--- src/rtl/mac_pkg.sv ---
// Shared defaults, mode encodings and width helper for the MAC vector unit.
// Imported by mac_opnd_buf and mac_vec.
package mac_pkg;

  localparam int DATA_W_DEF  = 4;
  localparam int VEC_LEN_DEF = 8;
  localparam int ACC_W_DEF   = 11;

  localparam logic MODE_UNSIGNED = 1'b0;
  localparam logic MODE_SIGNED   = 1'b1;

  // Ceiling log2, never below 1 so a counter always has a bit.
  function automatic int clog2(input int v);
    int r;
    int x;
    r = 0;
    x = v - 1;
    while (x > 0) begin
      r++;
      x = x >>> 1;
    end
    return (r == 0) ? 1 : r;
  endfunction

endpackage

--- src/rtl/mac_opnd_buf.sv ---
// One-entry operand holding register with valid/ready.
// A take on the same edge as an accept lets the entry refill in place.
module mac_opnd_buf
  import mac_pkg::*;
#(
  parameter int W = DATA_W_DEF
) (
  input  logic         clk,
  input  logic         reset,
  input  logic [W-1:0] d_i,
  input  logic         valid_i,
  output logic         ready_o,
  input  logic         take_i,
  output logic         full_o,
  output logic [W-1:0] q_o
);

  logic         full_q;
  logic         full_d;
  logic [W-1:0] data_q;
  logic [W-1:0] data_d;
  logic         accept;

  assign ready_o = !full_q || take_i;
  assign accept  = valid_i && ready_o;
  assign full_o  = full_q;
  assign q_o     = data_q;

  // Next entry state: accept loads, take alone empties.
  always_comb begin
    full_d = full_q;
    data_d = data_q;
    if (accept) begin
      full_d = 1'b1;
      data_d = d_i;
    end else if (take_i) begin
      full_d = 1'b0;
    end
  end

  // Entry registers.
  always_ff @(posedge clk or negedge reset) begin
    if (!reset) begin
      full_q <= 1'b0;
      data_q <= '0;
    end else begin
      full_q <= full_d;
      data_q <= data_d;
    end
  end

endmodule

--- src/rtl/mac_vec.sv ---
// Dot-product MAC over VEC_LEN operand pairs with independent A/B streams.
// Define MAC_SATURATE_EN to clamp each accumulation step instead of wrapping.
module mac_vec
  import mac_pkg::*;
#(
  parameter int DATA_W  = DATA_W_DEF,
  parameter int VEC_LEN = VEC_LEN_DEF,
  parameter int ACC_W   = ACC_W_DEF
) (
  input  logic              clk,
  input  logic              reset,
  input  logic [DATA_W-1:0] in_a,
  input  logic              in_valid_a,
  output logic              in_ready_a,
  input  logic [DATA_W-1:0] in_b,
  input  logic              in_valid_b,
  output logic              in_ready_b,
  input  logic              in_signed,
  output logic [ACC_W-1:0]  mac_out,
  output logic              out_valid
);

  localparam int CNT_W = clog2(VEC_LEN);
  localparam int PW    = 2 * DATA_W;

  logic              a_full;
  logic              b_full;
  logic [DATA_W-1:0] a_q;
  logic [DATA_W-1:0] b_q;
  logic              fire;
  logic              last;
  logic              eff_sgn;

  logic signed [PW-1:0] ps;
  logic [PW-1:0]        pu;
  logic [ACC_W-1:0]     pext;
  logic [ACC_W-1:0]     acc_n;

  logic [ACC_W-1:0] acc_q;
  logic [ACC_W-1:0] acc_d;
  logic [CNT_W-1:0] cnt_q;
  logic [CNT_W-1:0] cnt_d;
  logic             mode_q;
  logic             mode_d;
  logic [ACC_W-1:0] mac_q;
  logic [ACC_W-1:0] mac_d;
  logic             ov_q;
  logic             ov_d;

  mac_opnd_buf #(.W(DATA_W)) u_buf_a (
    .clk     (clk),
    .reset   (reset),
    .d_i     (in_a),
    .valid_i (in_valid_a),
    .ready_o (in_ready_a),
    .take_i  (fire),
    .full_o  (a_full),
    .q_o     (a_q)
  );

  mac_opnd_buf #(.W(DATA_W)) u_buf_b (
    .clk     (clk),
    .reset   (reset),
    .d_i     (in_b),
    .valid_i (in_valid_b),
    .ready_o (in_ready_b),
    .take_i  (fire),
    .full_o  (b_full),
    .q_o     (b_q)
  );

  assign fire = a_full && b_full;
  assign last = (cnt_q == CNT_W'(VEC_LEN - 1));

  // First element samples the live mode; the rest reuse the latched one.
  assign eff_sgn = (cnt_q == '0) ? in_signed : mode_q;

  // Double-width product, then extended to the accumulator width.
  always_comb begin
    ps = PW'(signed'(a_q)) * PW'(signed'(b_q));
    pu = {{DATA_W{1'b0}}, a_q} * {{DATA_W{1'b0}}, b_q};
    if (eff_sgn == MODE_SIGNED) begin
      pext = ACC_W'(ps);
    end else begin
      pext = ACC_W'(pu);
    end
  end

`ifdef MAC_SATURATE_EN
  logic [ACC_W:0] sum;

  // One guard bit detects overflow; clamp to the mode's range.
  always_comb begin
    sum   = '0;
    acc_n = '0;
    if (eff_sgn == MODE_SIGNED) begin
      sum = {acc_q[ACC_W-1], acc_q} + {pext[ACC_W-1], pext};
      if (sum[ACC_W] != sum[ACC_W-1]) begin
        acc_n = sum[ACC_W] ? {1'b1, {(ACC_W-1){1'b0}}}
                           : {1'b0, {(ACC_W-1){1'b1}}};
      end else begin
        acc_n = sum[ACC_W-1:0];
      end
    end else begin
      sum = {1'b0, acc_q} + {1'b0, pext};
      acc_n = sum[ACC_W] ? {ACC_W{1'b1}} : sum[ACC_W-1:0];
    end
  end
`else
  // Plain modular add; signedness only matters for the extension.
  always_comb begin
    acc_n = acc_q + pext;
  end
`endif

  // Accumulate on each fire; the final element publishes and rearms.
  always_comb begin
    acc_d  = acc_q;
    cnt_d  = cnt_q;
    mode_d = mode_q;
    mac_d  = mac_q;
    ov_d   = 1'b0;
    if (fire) begin
      if (cnt_q == '0) begin
        mode_d = in_signed;
      end
      if (last) begin
        mac_d = acc_n;
        ov_d  = 1'b1;
        acc_d = '0;
        cnt_d = '0;
      end else begin
        acc_d = acc_n;
        cnt_d = cnt_q + CNT_W'(1);
      end
    end
  end

  // Accumulator, counter, mode and result registers.
  always_ff @(posedge clk or negedge reset) begin
    if (!reset) begin
      acc_q  <= '0;
      cnt_q  <= '0;
      mode_q <= MODE_UNSIGNED;
      mac_q  <= '0;
      ov_q   <= 1'b0;
    end else begin
      acc_q  <= acc_d;
      cnt_q  <= cnt_d;
      mode_q <= mode_d;
      mac_q  <= mac_d;
      ov_q   <= ov_d;
    end
  end

  assign mac_out   = mac_q;
  assign out_valid = ov_q;

endmodule

--- config.mk ---
export PLATFORM = sky130hd
export DESIGN_NAME = mac_vec
export DESIGN_NICKNAME = d
export VERILOG_FILES = /design/src/rtl/mac_pkg.sv /design/src/rtl/mac_opnd_buf.sv /design/src/rtl/mac_vec.sv
export SDC_FILE = /design/constraint.sdc
export NUM_CORES = 1
export LEC_CHECK = 0
export CORE_MARGIN = 2
export CORE_UTILIZATION = 62
export DETAILED_ROUTE_END_ITERATION = 12
export GPL_ROUTABILITY_DRIVEN = 0
export GPL_TIMING_DRIVEN = 0
export PLACE_DENSITY = 0.93
export SETUP_SLACK_MARGIN = 0.5
export SLEW_MARGIN = 10
export SYNTH_ARGS = -nofsm -noshare
export SYNTH_HDL_FRONTEND = slang
export SYNTH_HIERARCHICAL = 1
export SYNTH_SLANG_ARGS = --single-unit
--- constraint.sdc ---
create_clock -name clk -period 11.46 [get_ports clk]
set_clock_uncertainty 0.15 [all_clocks]
set_input_delay 2.292 -clock clk [delete_from_list [all_inputs] [get_ports clk]]
set_output_delay 2.292 -clock clk [all_outputs]
set_load 0.005 [all_outputs]
# After elaboration in Yosys (flattened, before gate mapping)
# Cells that the tools add are included.
word_totals:
  reg_bits: 37
  input_bits: 13
  output_inout_bits: 14
  wordCells: 34
classes:
  addsub: 2
  multipliers: 2
  n_eq_ne: 1
  n_mux: 9
  n_reduce_logical: 11
ops:
  columns: ["cell", "count"]
  rows:
  - ["11-bit two-way mux", 2]
  - ["4-bit by 4-bit multiplier with 8-bit output", 2]
  - ["11-bit adder", 1]
  - ["1-bit two-way mux", 6]
  - ["2-bit nonzero test", 2]
  - ["3-bit by 1-bit adder with 3-bit output, second input constant", 1]
  - ["3-bit == test, second input constant", 1]
  - ["1-bit logical AND", 3]
  - ["3-bit zero test", 1]
  - ["3-bit two-way mux", 1]
  - ["1-bit zero test", 2]
  - ["1-bit logical OR", 2]
  - ["2-bit AND reduction", 1]

# Depth between registers and ports, before layout
# Gate-level depths: netlist of run 1.
depth:
  word_depth: 5
  depth_mapped: 21
  mapped_depth_nobuf: 21

# Hierarchy
# Netlist of run 1, hierarchy kept.
modules_own_cells:
  columns: ["mod", "instances", "cells_each", "area_each_um2", "seq_area_each_um2"]
  rows:
  - ["mac_vec", 1, 250, 2386.0, 675.6]
  - ["mac_opnd_buf", 2, 12, 217.7, 125.1]

# Worst setup path before layout of run 1
# Ideal clock, no wire load.
synth_path:
  kind: "reg2reg"
  startpoint: "reg u_buf_b.data_q[3], in the netlist u_buf_b/q_o[3]"
  endpoint: "reg acc_q[10]"
  setup_time_ns: 0.131
  t_arrival_ns: 5.009
  required_ns: 11.179
  path_slack_ns: 6.169
  path_stages_with_launch: 22
  path_buffers: 0
  period_less_slack_ns: 5.291
  cell_sequence: "dfrtp_1 -> inv_1 -> nor2_1 -> fa_1 -> inv_1 -> fa_1 -> fa_1 -> inv_1 -> ha_1 -> fa_1 -> a21o_1 -> a21oi_1 -> xnor2_1 -> nor2_1 -> a21o_1 -> ha_1 -> and2_1 -> nor3_1 -> a211o_1 -> a211oi_2 -> nor4_1 -> or3b_1"
synth_between:
  elab_chain_len: 4
  elab_cells_between_ends: 5
  classes_between: "1 x add/sub; 2 x mul; 2 x mux"
synth_lines:
  columns: ["element", "line", "text"]
  rows:
  - ["start, declared", "mac_opnd_buf.sv:20", "logic [W-1:0] data_q;"]
  - ["start signal, assigned", "mac_opnd_buf.sv:48", "data_q <= data_d;"]
  - ["4-bit by 4-bit multiplier with 8-bit output (on tied branches)", "mac_vec.sv:81, mac_vec.sv:80", null]
  - ["11-bit two-way mux *", "mac_vec.sv:82", "if (eff_sgn == MODE_SIGNED) begin"]
  - ["11-bit adder *", "mac_vec.sv:112", "acc_n = acc_q + pext;"]
  - ["11-bit two-way mux *", "mac_vec.sv:127", "if (last) begin"]
  - ["end signal, assigned", "mac_vec.sv:142", "acc_q <= '0;"]
  - ["end signal, assigned", "mac_vec.sv:148", "acc_q <= acc_d;"]
  - ["end, declared", "mac_vec.sv:39", "logic [ACC_W-1:0] acc_q;"]
# Mark *: on every way between the ends. The rest lies on a longest branch, timed or not.
# A chain may end at the register's enable or synchronous reset.

# Worst setup path after layout of run 1
# Ends and elaborated chain as after synthesis.

==> results of run 1 <==
## flip-flops by register name, summed over array words and instances, names as in the netlist
name            count
u_buf_a/full_o      1
out_valid           1
mode_q              1
u_buf_a/q_o         4
u_buf_b/q_o         4
cnt_q               3
mac_out            11
u_buf_b/full_o      1
acc_q              11
## synthesized netlist by cell type (all sizes together) (3+ instances only)
library cell   n  area share [%]
dfrtp         37              33
nand2         34             5.1
ha            33              15
inv           25             3.3
o21ai         19             3.4
a21oi         14             2.5
and2          14             3.1
fa            14             9.9
mux2          12             5.9
xnor2          9             2.8
a21o           8             2.1
xor2           8             2.5
nor2           7            0.93
clkbuf         5            0.67
nand2b         5             1.6
nor2b          3            0.67
o21bai         3            0.80
## area by class of cell
cell class	count	area, µm²
sequential	37	926
clock inverter	2	37.5
tap	52	65.1
multi-input combinational	207	1780
inverter	25	93.8
clock buffer	6	82.6
timing repair buffer	26	255
fill	295	1120
buffer	5	18.8
## layer usage
layer	vias up	routed length, µm	global-route usage (%)
met5	-	0	0
met4	0	136	9.43
met3	18	318	6.19
met2	62	2970	44.9
met1	992	2310	27.8
li1	989	-	-
## logic make-up (layout without fill, tap and decap cells)
| kind of cell | Yosys count | after routing | share of synthesized area [%] |
|---|---|---|---|
| AND/OR/NAND/NOR | 72 | 72 | 13.7 |
| buffers and inverters | 30 | 64 | 3.99 |
| AO/OA/AOI/OAI | 57 | 57 | 12.7 |
| XOR/XNOR | 18 | 18 | 6.08 |
| multiplexers | 13 | 13 | 6.21 |
| flip-flops | 37 | 37 | 32.8 |
| adder cells (fa/ha/maj) | 47 | 47 | 24.6 |
## through the flow
step	util (%)	hold WS, ns
2_1_floorplan	-	0.299
3_3_place_gp	71.8	0.308
6_report	74.4	0.323
3_5_place_dp	71.7	0.312
4_1_cts	74.4	0.330
5_1_grt	74.4	0.370
## worst min-delay path, cell delays in order (launching register included)
cell and delay, ns:
dfrtp_1 0.35, nand2_1 0.05, nand2_1 0.05
## final timing paths
kind                                                    to  cells after the start                       start  slack [ns]
worst max-delay path                 acc_q[10]$_DFFE_PN0P_                     21  u_buf_b/q_o[3]$_DFFE_PN0P_        5.51
worst min-delay path                mac_out[5]$_DFFE_PN0P_                      2      mac_out[5]$_DFFE_PN0P_        0.32
worst max register to register       acc_q[10]$_DFFE_PN0P_                     21  u_buf_b/q_o[3]$_DFFE_PN0P_        5.51
worst min register to register      mac_out[5]$_DFFE_PN0P_                      2      mac_out[5]$_DFFE_PN0P_        0.32
max in group asynchronous       u_buf_a/q_o[1]$_DFFE_PN0P_                      1                       reset        8.72
min in group asynchronous          mac_out[10]$_DFFE_PN0P_                      1                       reset        1.92
==> out/results.ini, run 1 <==
[status]
status = finished, final reports clean

[cts]
clockBufferDepth = 2
clockRootBuffer = clkbuf_8
cts_buffers = 5
clk_latency_ns = 0.30
cts.sinks = 37
cts_setup_buffers = 0
clkSlewWorstSetupHoldPaths_ns = 0.08
htree_num_levels = 2
cts_tree = built
cts_resized = 0
postCtsHoldBufs = 0

[synth]
synthArstFlopShare_pct = 100
syn_nets = 334
synth_seq_cells = 37
synth_edf_count = 0
synth_ff_type = dfrtp_1
synth-warning-count = 6
netlist-cell-type-count = 38
synth.cell_area_um2 = 2820
syn_area_per_cell_um2 = 10.3
postSynthCellCount = 274
ys_seq_area_share_pct = 32.8

[setup_path]
worstPathCellList = inv_1, nor2_1, fa_1, inv_1, fa_1, fa_1, inv_1, ha_1, fa_1, a21o_1, a21oi_1, xnor2_1, nor2_1, a21o_1, ha_1, and2_1, nor3_1, a211o_1, a211oi_2, o21ai_0, or3b_1
start_kind = flop
cp_top_family = adder cells
critPathMaxFanout = 7
required_ns = 11.50
cpMostUsedCell = fa_1
crit_type = reg2reg
crit_buf_inv = 3
worstPathArrival_ns = 6.00
cpPeakStageDelay_ns = 0.53
critPathCaptureType = flop
slowest_stage = fa_1

[floorplan]
dieWidth_um = 71.5
die-height_um = 71.5
num_rows = 24
die_area_um2 = 5110
ios = 27
start_util_pct = 64.4
core_area_um2 = 4380

[flow_run]
cap_violations = 0

[grt]
globalRouteTotalUtil_pct = 24.7
grt_pass1_vias = 2218
grt_first_pass_wirelength_mm = 9.74
overflow = 0
antenna_found_initial = 0
grt_max_degree = 38

[routing]
wl_per_cell_um = 15.9
wirelength_mm = 5.73
viasPerCell = 5.73
ant_nets = 0
first_iter_violations = 92
via_count = 2061
route.detailed.drc = 0
first_pass_iters = 4

[place]
placed_cell_area_um2 = 3140
place_ws_ns = 5.66
dp_hpwl_mm = 4.24
dp_cells = 352
portBuffers = 26

[timing]
fmax_mhz = 168
layout_min_cycle_time_ns = 5.95
max-slew-margin-rel_pct = 46.3
hold_violations = 0
worst_pin_slew_ns = 0.805
setup_ws_ns = 5.51
slew_violations = 0
rsz0062_at_grt = no
fin_setup_tns_ns = 0
setup_viol = 0
fin_crit_sh_pct = 52.0

[cells_and_area]
fin_area_um2 = 3260
final_nets = 367
layout_common_cells = 37 x dfrtp_1, 33 x ha_1, 31 x nand2_1, 25 x inv_1, 25 x clkdlybuf4s50_1
diodes = 0
instances_no_fill = 360
drive_above_1_share_pct = 9.09
layout_commonest_cell = dfrtp_1
syn2layout_area_growth_pct = 15.6

[min_path]
min_path_type = reg2reg

Power of run 1 is not shown: default switching activity piles up to over one toggle a cycle in this logic, so the estimate is an artifact.
==> run 2, diff against run 1 <==
Settings changed: CORE_UTILIZATION 62 to 58, PLACE_DENSITY 0.93 to 0.89.
Clock period 11.46 ns to 6.2 ns, I/O delays scaled along.
==> run 2 against run 1 <==
  * Via count shrank 0.53%
  * Wire length shrank 5.9%
  * Maximum frequency grew 9.4%
  * Die area grew 6.5%
  * Sequential cell count is the same
  * First-iteration DRC count grew 32%
  * Cell count grew 1.1%
  * Setup slack lost 4.7 ns
  * Design area grew 1.9%
  * Global-route usage shrank 2.8 points
  * Hold slack gained 0.011 ns
  * Clock-buffer cell count grew 1
  * Critical path type unchanged
  * Critical endpoint unchanged
  * Largest cell class unchanged
==> out/results.ini, run 2 (synthesis results as in run 1) <==
[status]
status = finished, final reports clean

[cells_and_area]
layout_common_cells = 36 x dfrtp_1, 32 x ha_1, 31 x nand2_1, 25 x clkdlybuf4s50_1, 24 x inv_1
final_nets = 369  ; +0.54%
fin_area_um2 = 3320  ; +1.9%
instances_no_fill = 364  ; +1.1%
nFillCells = 331  ; +12%
layout_commonest_cell = dfrtp_1
drive_above_1_share_pct = 12.3  ; +3.2 points
syn2layout_area_growth_pct = 17.8
diodes = 0  ; unchanged

[setup_path]
r2r_start = u_buf_a/q_o[1]$_DFFE_PN0P_
worstPathArrival_ns = 5.46  ; -0.54 ns
slowest_stage = fa_1
reg2reg_depth = 20  ; -4.8%
required_ns = 6.22  ; -5.28 ns
critPathMaxFanout = 6  ; -1
worst-r2r-setup-slack_ns = 0.76  ; -4.75 ns
worstPathCellList = and2_1, fa_1, inv_1, fa_1, fa_1, inv_1, ha_1, fa_2, a21o_1, a21oi_2, xnor2_2, nor2_2, a21o_1, ha_4, and2_1, nor3_2, a211o_1, o211a_1, o21ai_0, or3b_1
r2r-end = acc_q[10]$_DFFE_PN0P_
critPathCaptureType = flop
start_kind = flop
crit_type = reg2reg
cp_top_family = adder cells
cpMostUsedCell = fa_1
crit_buf_inv = 2  ; -1
cp_num_cells = 20  ; -4.8%
cpPeakStageDelay_ns = 0.52  ; about the same

[place]
dp_hpwl_mm = 4.07  ; -3.9%
placed_cell_area_um2 = 3140  ; about the same
dp_cells = 354  ; +0.57%
portBuffers = 26  ; unchanged

[routing]
wl_per_cell_um = 14.8  ; -7.0%
viasPerCell = 5.63  ; -1.6%
ant_nets = 0  ; unchanged
route.detailed.drc = 0  ; unchanged
first_pass_iters = 4  ; unchanged
via_count = 2050  ; -0.53%
wirelength_mm = 5.39  ; -5.9%
first_iter_violations = 121  ; +32%

[timing]
fin_crit_sh_pct = 87.8  ; +36 points
worst_pin_slew_ns = 0.792  ; -0.0137 ns
slew_violations = 0  ; unchanged
fmax_mhz = 184  ; +9.4%
setup_viol = 0  ; unchanged
hold_violations = 0  ; unchanged
layout_min_cycle_time_ns = 5.44  ; -0.513 ns
fin_setup_tns_ns = 0  ; unchanged
rsz0062_at_grt = no
max-slew-margin-rel_pct = 47.2  ; +0.91 points

[floorplan]
die-height_um = 73.7  ; +3.2%
dieWidth_um = 73.7  ; +3.2%
core_area_um2 = 4690  ; +7.0%
ios = 27  ; unchanged
num_rows = 25  ; +4.2%
start_util_pct = 60.1  ; -4.2 points
die_area_um2 = 5440  ; +6.5%

[cts]
htree_num_levels = 2  ; unchanged
cts_buffers = 5  ; unchanged
cts_tree = built
clockBufferDepth = 2  ; unchanged
clkSlewWorstSetupHoldPaths_ns = 0.08  ; about the same
cts.sinks = 37  ; unchanged
clockRootBuffer = clkbuf_8
clk_latency_ns = 0.29  ; about the same

[grt]
grt_max_degree = 38  ; unchanged
globalRouteTotalUtil_pct = 21.9  ; -2.8 points
overflow = 0  ; unchanged
grt_first_pass_wirelength_mm = 9.11  ; -6.4%
antenna_found_initial = 0  ; unchanged
grt_pass1_vias = 2017  ; -9.1%

[flow_run]
cap_violations = 0  ; unchanged

[min_path]
holdPathStages = 2  ; unchanged
worstHoldStart = mac_out[7]$_DFFE_PN0P_
holdPathEnd = mac_out[7]$_DFFE_PN0P_
min_path_type = reg2reg

-- run 2: cell count changes in the layout (fill, tap and decap cells not counted), sizes merged --
cell,before,now
buf,1,3
clkbuf,11,12
clkinvlp,1,0
-- run 2: tightest hold or removal path: cells and delay by family, from the launching register on --
family          cells  cell delay (ns)
flops               1             0.35
compound gates      1             0.06
simple gates        1             0.05
-- run 2: what timing repair did --
action	in CTS	in global routing
hold buffers	0	0
setup buffers	0	2
setup endpoints to repair	2	2
pin swaps	0	2
resized for setup	3	7
-- run 2: per-layer routing --
metal / global-route usage (%) / share of wire (%) / wire length (µm) / vias to the layer above
met4: 5.45 / 0.67 / 36 / 0
met1: 28.0 / 44 / 2360 / 1006
met2: 38.4 / 52 / 2810 / 46
li1: - / - / - / 994
met5: 0 / 0 / 0 / -
met3: 3.70 / 3.3 / 180 / 4
-- run 2: cell type report --
class,count,area [µm²],area share [%]
clock inverter,1,30.0,0.904
tap,54,67.6,2.03
clock buffer,7,86.3,2.60
buffer,5,18.8,0.565
inverter,25,93.8,2.82
sequential,37,927,27.9
multi-input combinational,207,1830,55.0
timing repair buffer,28,270,8.13
-- run 2: per-stage QoR --
step | util [%] | setup WS [ns] | hold WS, ns
2_1_floorplan | - | 0.909 | 0.299
3_3_place_gp | 67.1 | 0.572 | 0.310
3_5_place_dp | 67.0 | 0.465 | 0.318
4_1_cts | 69.8 | 0.523 | 0.336
5_1_grt | 70.8 | 0.511 | 0.364
6_report | 70.8 | 0.759 | 0.334
-- run 2: worst max-delay path by stage --
stage                                       end                        from  slack (ns)
after global routing      acc_q[10]$_DFFE_PN0P_  u_buf_b/q_o[3]$_DFFE_PN0P_        0.51
after CTS                 acc_q[10]$_DFFE_PN0P_  u_buf_b/q_o[3]$_DFFE_PN0P_        0.52
after global placement    acc_q[10]$_DFFE_PN0P_  u_buf_b/q_o[3]$_DFFE_PN0P_        0.57
final                     acc_q[10]$_DFFE_PN0P_  u_buf_a/q_o[1]$_DFFE_PN0P_        0.76
after floorplan           acc_q[10]$_DFFE_PN0P_  u_buf_b/q_o[3]$_DFFE_PN0P_        0.91
after detailed placement  acc_q[10]$_DFFE_PN0P_  u_buf_b/q_o[3]$_DFFE_PN0P_        0.46
Power of run 2 is left out for the same reason.
==> run 3, diff against run 2 <==
Settings changed: ABC_CLOCK_PERIOD_IN_PS set to 6200, CORE_UTILIZATION 58 to 35, PLACE_DENSITY 0.89 to 0.61.
==> run 3 against run 2 <==
  * Sequential share of layout area is 0.24 points lower
  * Design area is 1.0% higher
  * Register-to-register slack better by 0.05 ns
  * Maximum frequency is 0.97% higher
  * Core utilization is 28 points lower
  * Wire length is 2.9% lower
  * Critical endpoint unchanged
  * Die area is 62% higher
  * Highest routed layer unchanged
  * Via count is 5.7% lower
  * Global-route usage is 8.9 points lower
  * Critical path depth is 1 higher
==> out/results.ini, run 3 (synthesis results as in run 1) <==
[setup_path]
crit_type = reg2reg
required_ns = 6.22  ; about the same
worstPathCellList = inv_2, nor2_1, fa_1, inv_1, fa_1, fa_1, inv_1, ha_1, fa_2, a21o_1, a21oi_2, xnor2_2, nor2_2, a21o_1, ha_4, and2_1, nor3_2, a211o_1, a211oi_4, nor4_1, or3b_1
start_kind = flop
cpPeakStageDelay_ns = 0.53  ; about the same
slowest_stage = fa_1
critPathMaxFanout = 6  ; unchanged
cpMostUsedCell = fa_1
critPathCaptureType = flop
worstPathArrival_ns = 5.40  ; -0.06 ns

[floorplan]
start_util_pct = 36.3  ; -24 points
die_area_um2 = 8800  ; +62%
num_rows = 32  ; +28%
core_area_um2 = 7770  ; +66%
die-height_um = 93.8  ; +27%
dieWidth_um = 93.8  ; +27%
ios = 27  ; unchanged

[grt]
antenna_found_initial = 0  ; unchanged
grt_max_degree = 38  ; unchanged
grt_pass1_vias = 1921  ; -4.8%
globalRouteTotalUtil_pct = 13.0  ; -8.9 points
grt_first_pass_wirelength_mm = 8.91  ; -2.2%
overflow = 0  ; unchanged

[timing]
worst_pin_slew_ns = 0.818  ; +0.0264 ns
hold_violations = 0  ; unchanged
layout_min_cycle_time_ns = 5.39  ; -0.0525 ns
rsz0062_at_grt = no
fin_crit_sh_pct = 86.9  ; -0.85 points
fin_setup_tns_ns = 0  ; unchanged
setup_viol = 0  ; unchanged
fmax_mhz = 186  ; +0.97%
slew_violations = 0  ; unchanged
whs_ns = 0.328  ; -0.00673 ns
max-slew-margin-rel_pct = 45.5  ; -1.8 points

[flow_run]
cap_violations = 0  ; unchanged

[min_path]
min_path_type = reg2reg

[cells_and_area]
layout_common_cells = 35 x dfrtp_1, 32 x ha_1, 31 x nand2_1, 25 x clkdlybuf4s50_1, 24 x inv_1
fin_area_um2 = 3360  ; +1.0%
drive_above_1_share_pct = 12.3  ; unchanged
layout_commonest_cell = dfrtp_1
instances_no_fill = 412  ; +13%
final_nets = 370  ; +0.27%
syn2layout_area_growth_pct = 19.0
diodes = 0  ; unchanged

[cts]
clockBufferDepth = 2  ; unchanged
postCtsHoldBufs = 0  ; unchanged
clkSlewWorstSetupHoldPaths_ns = 0.07  ; about the same
cts_buffers = 5  ; unchanged
cts.sinks = 37  ; unchanged
clk_latency_ns = 0.29  ; about the same
htree_num_levels = 2  ; unchanged
cts_tree = built
clockRootBuffer = clkbuf_8

[routing]
route.detailed.drc = 0  ; unchanged
wirelength_mm = 5.23  ; -2.9%
first_iter_violations = 51  ; -58%
via_count = 1933  ; -5.7%
ant_nets = 0  ; unchanged
first_pass_iters = 4  ; unchanged
wl_per_cell_um = 12.7  ; -14%
viasPerCell = 4.69  ; -17%

[status]
status = finished, final reports clean

[place]
dp_cells = 402  ; +14%
dp_hpwl_mm = 4.22  ; +3.6%
placed_cell_area_um2 = 3200  ; +1.9%
portBuffers = 26  ; unchanged

[run 3: changes by cell type in the layout (fill, tap and decap cells not counted)]
cell	previous run	this run
dfrtp_2	1	2
bufinv_16	1	0
dfrtp_1	36	35
nor3_2	2	1
buf_4	2	3
nor3_1	0	1
[run 3: layout make-up]
cell class | count | area (µm²)
clock buffer | 7 | 86.3
sequential | 37 | 928
multi-input combinational | 207 | 1820
fill | 760 | 4410
inverter | 25 | 93.8
tap | 102 | 128
buffer | 5 | 18.8
timing repair buffer | 29 | 278
[run 3: what timing repair did]
item / CTS / global route
buffers inserted: 0 / 3
setup endpoints to repair: 2 / 2
pin swaps: 1 / 2
gates resized for setup: 4 / 6
[run 3: worst max-delay path, delay by kind of cell, from the launching register on]
family / cells / cell delay [ns]
buffers and inverters: 3 / 0.19
AOI/OAI and AO/OA: 5 / 1.14
DFF: 1 / 0.44
and+or+nand+nor: 6 / 0.80
xor gates and xnor gates: 1 / 0.16
adders and majority gates: 6 / 2.37
[run 3: path summary, 6_finish.rpt]
path | cells past startpoint | endpoint | slack [ns] | start
max in group asynchronous | 1 | u_buf_a/q_o[1]$_DFFE_PN0P_ | 4.43 | reset
setup reg to reg | 21 | acc_q[10]$_DFFE_PN0P_ | 0.81 | u_buf_b/q_o[3]$_DFFE_PN0P_
min in group asynchronous | 1 | mac_out[8]$_DFFE_PN0P_ | 0.89 | reset
hold / removal | 2 | mac_out[6]$_DFFE_PN0P_ | 0.33 | mac_out[6]$_DFFE_PN0P_
setup / recovery | 21 | acc_q[10]$_DFFE_PN0P_ | 0.81 | u_buf_b/q_o[3]$_DFFE_PN0P_
hold reg to reg | 2 | mac_out[6]$_DFFE_PN0P_ | 0.33 | mac_out[6]$_DFFE_PN0P_
[run 3: per-layer routing]
| metal | part of all wire [%] | global-route usage [%] | up-vias |
|---|---|---|---|
| met5 | 0 | 0 | - |
| met4 | 0.88 | 3.26 | 0 |
| met3 | 3.6 | 2.89 | 8 |
| met2 | 46 | 21.3 | 32 |
| met1 | 49 | 17.5 | 897 |
| li1 | - | - | 996 |
[run 3: through the flow]
step	setup slack (ns)	utilization [%]
after detailed placement	0.356	41.3
after CTS	0.514	42.5
final	0.812	43.2
after floorplan	0.909	-
after global placement	0.472	41.3
after global routing	0.513	43.2
Power of run 3 is left out for the same reason.
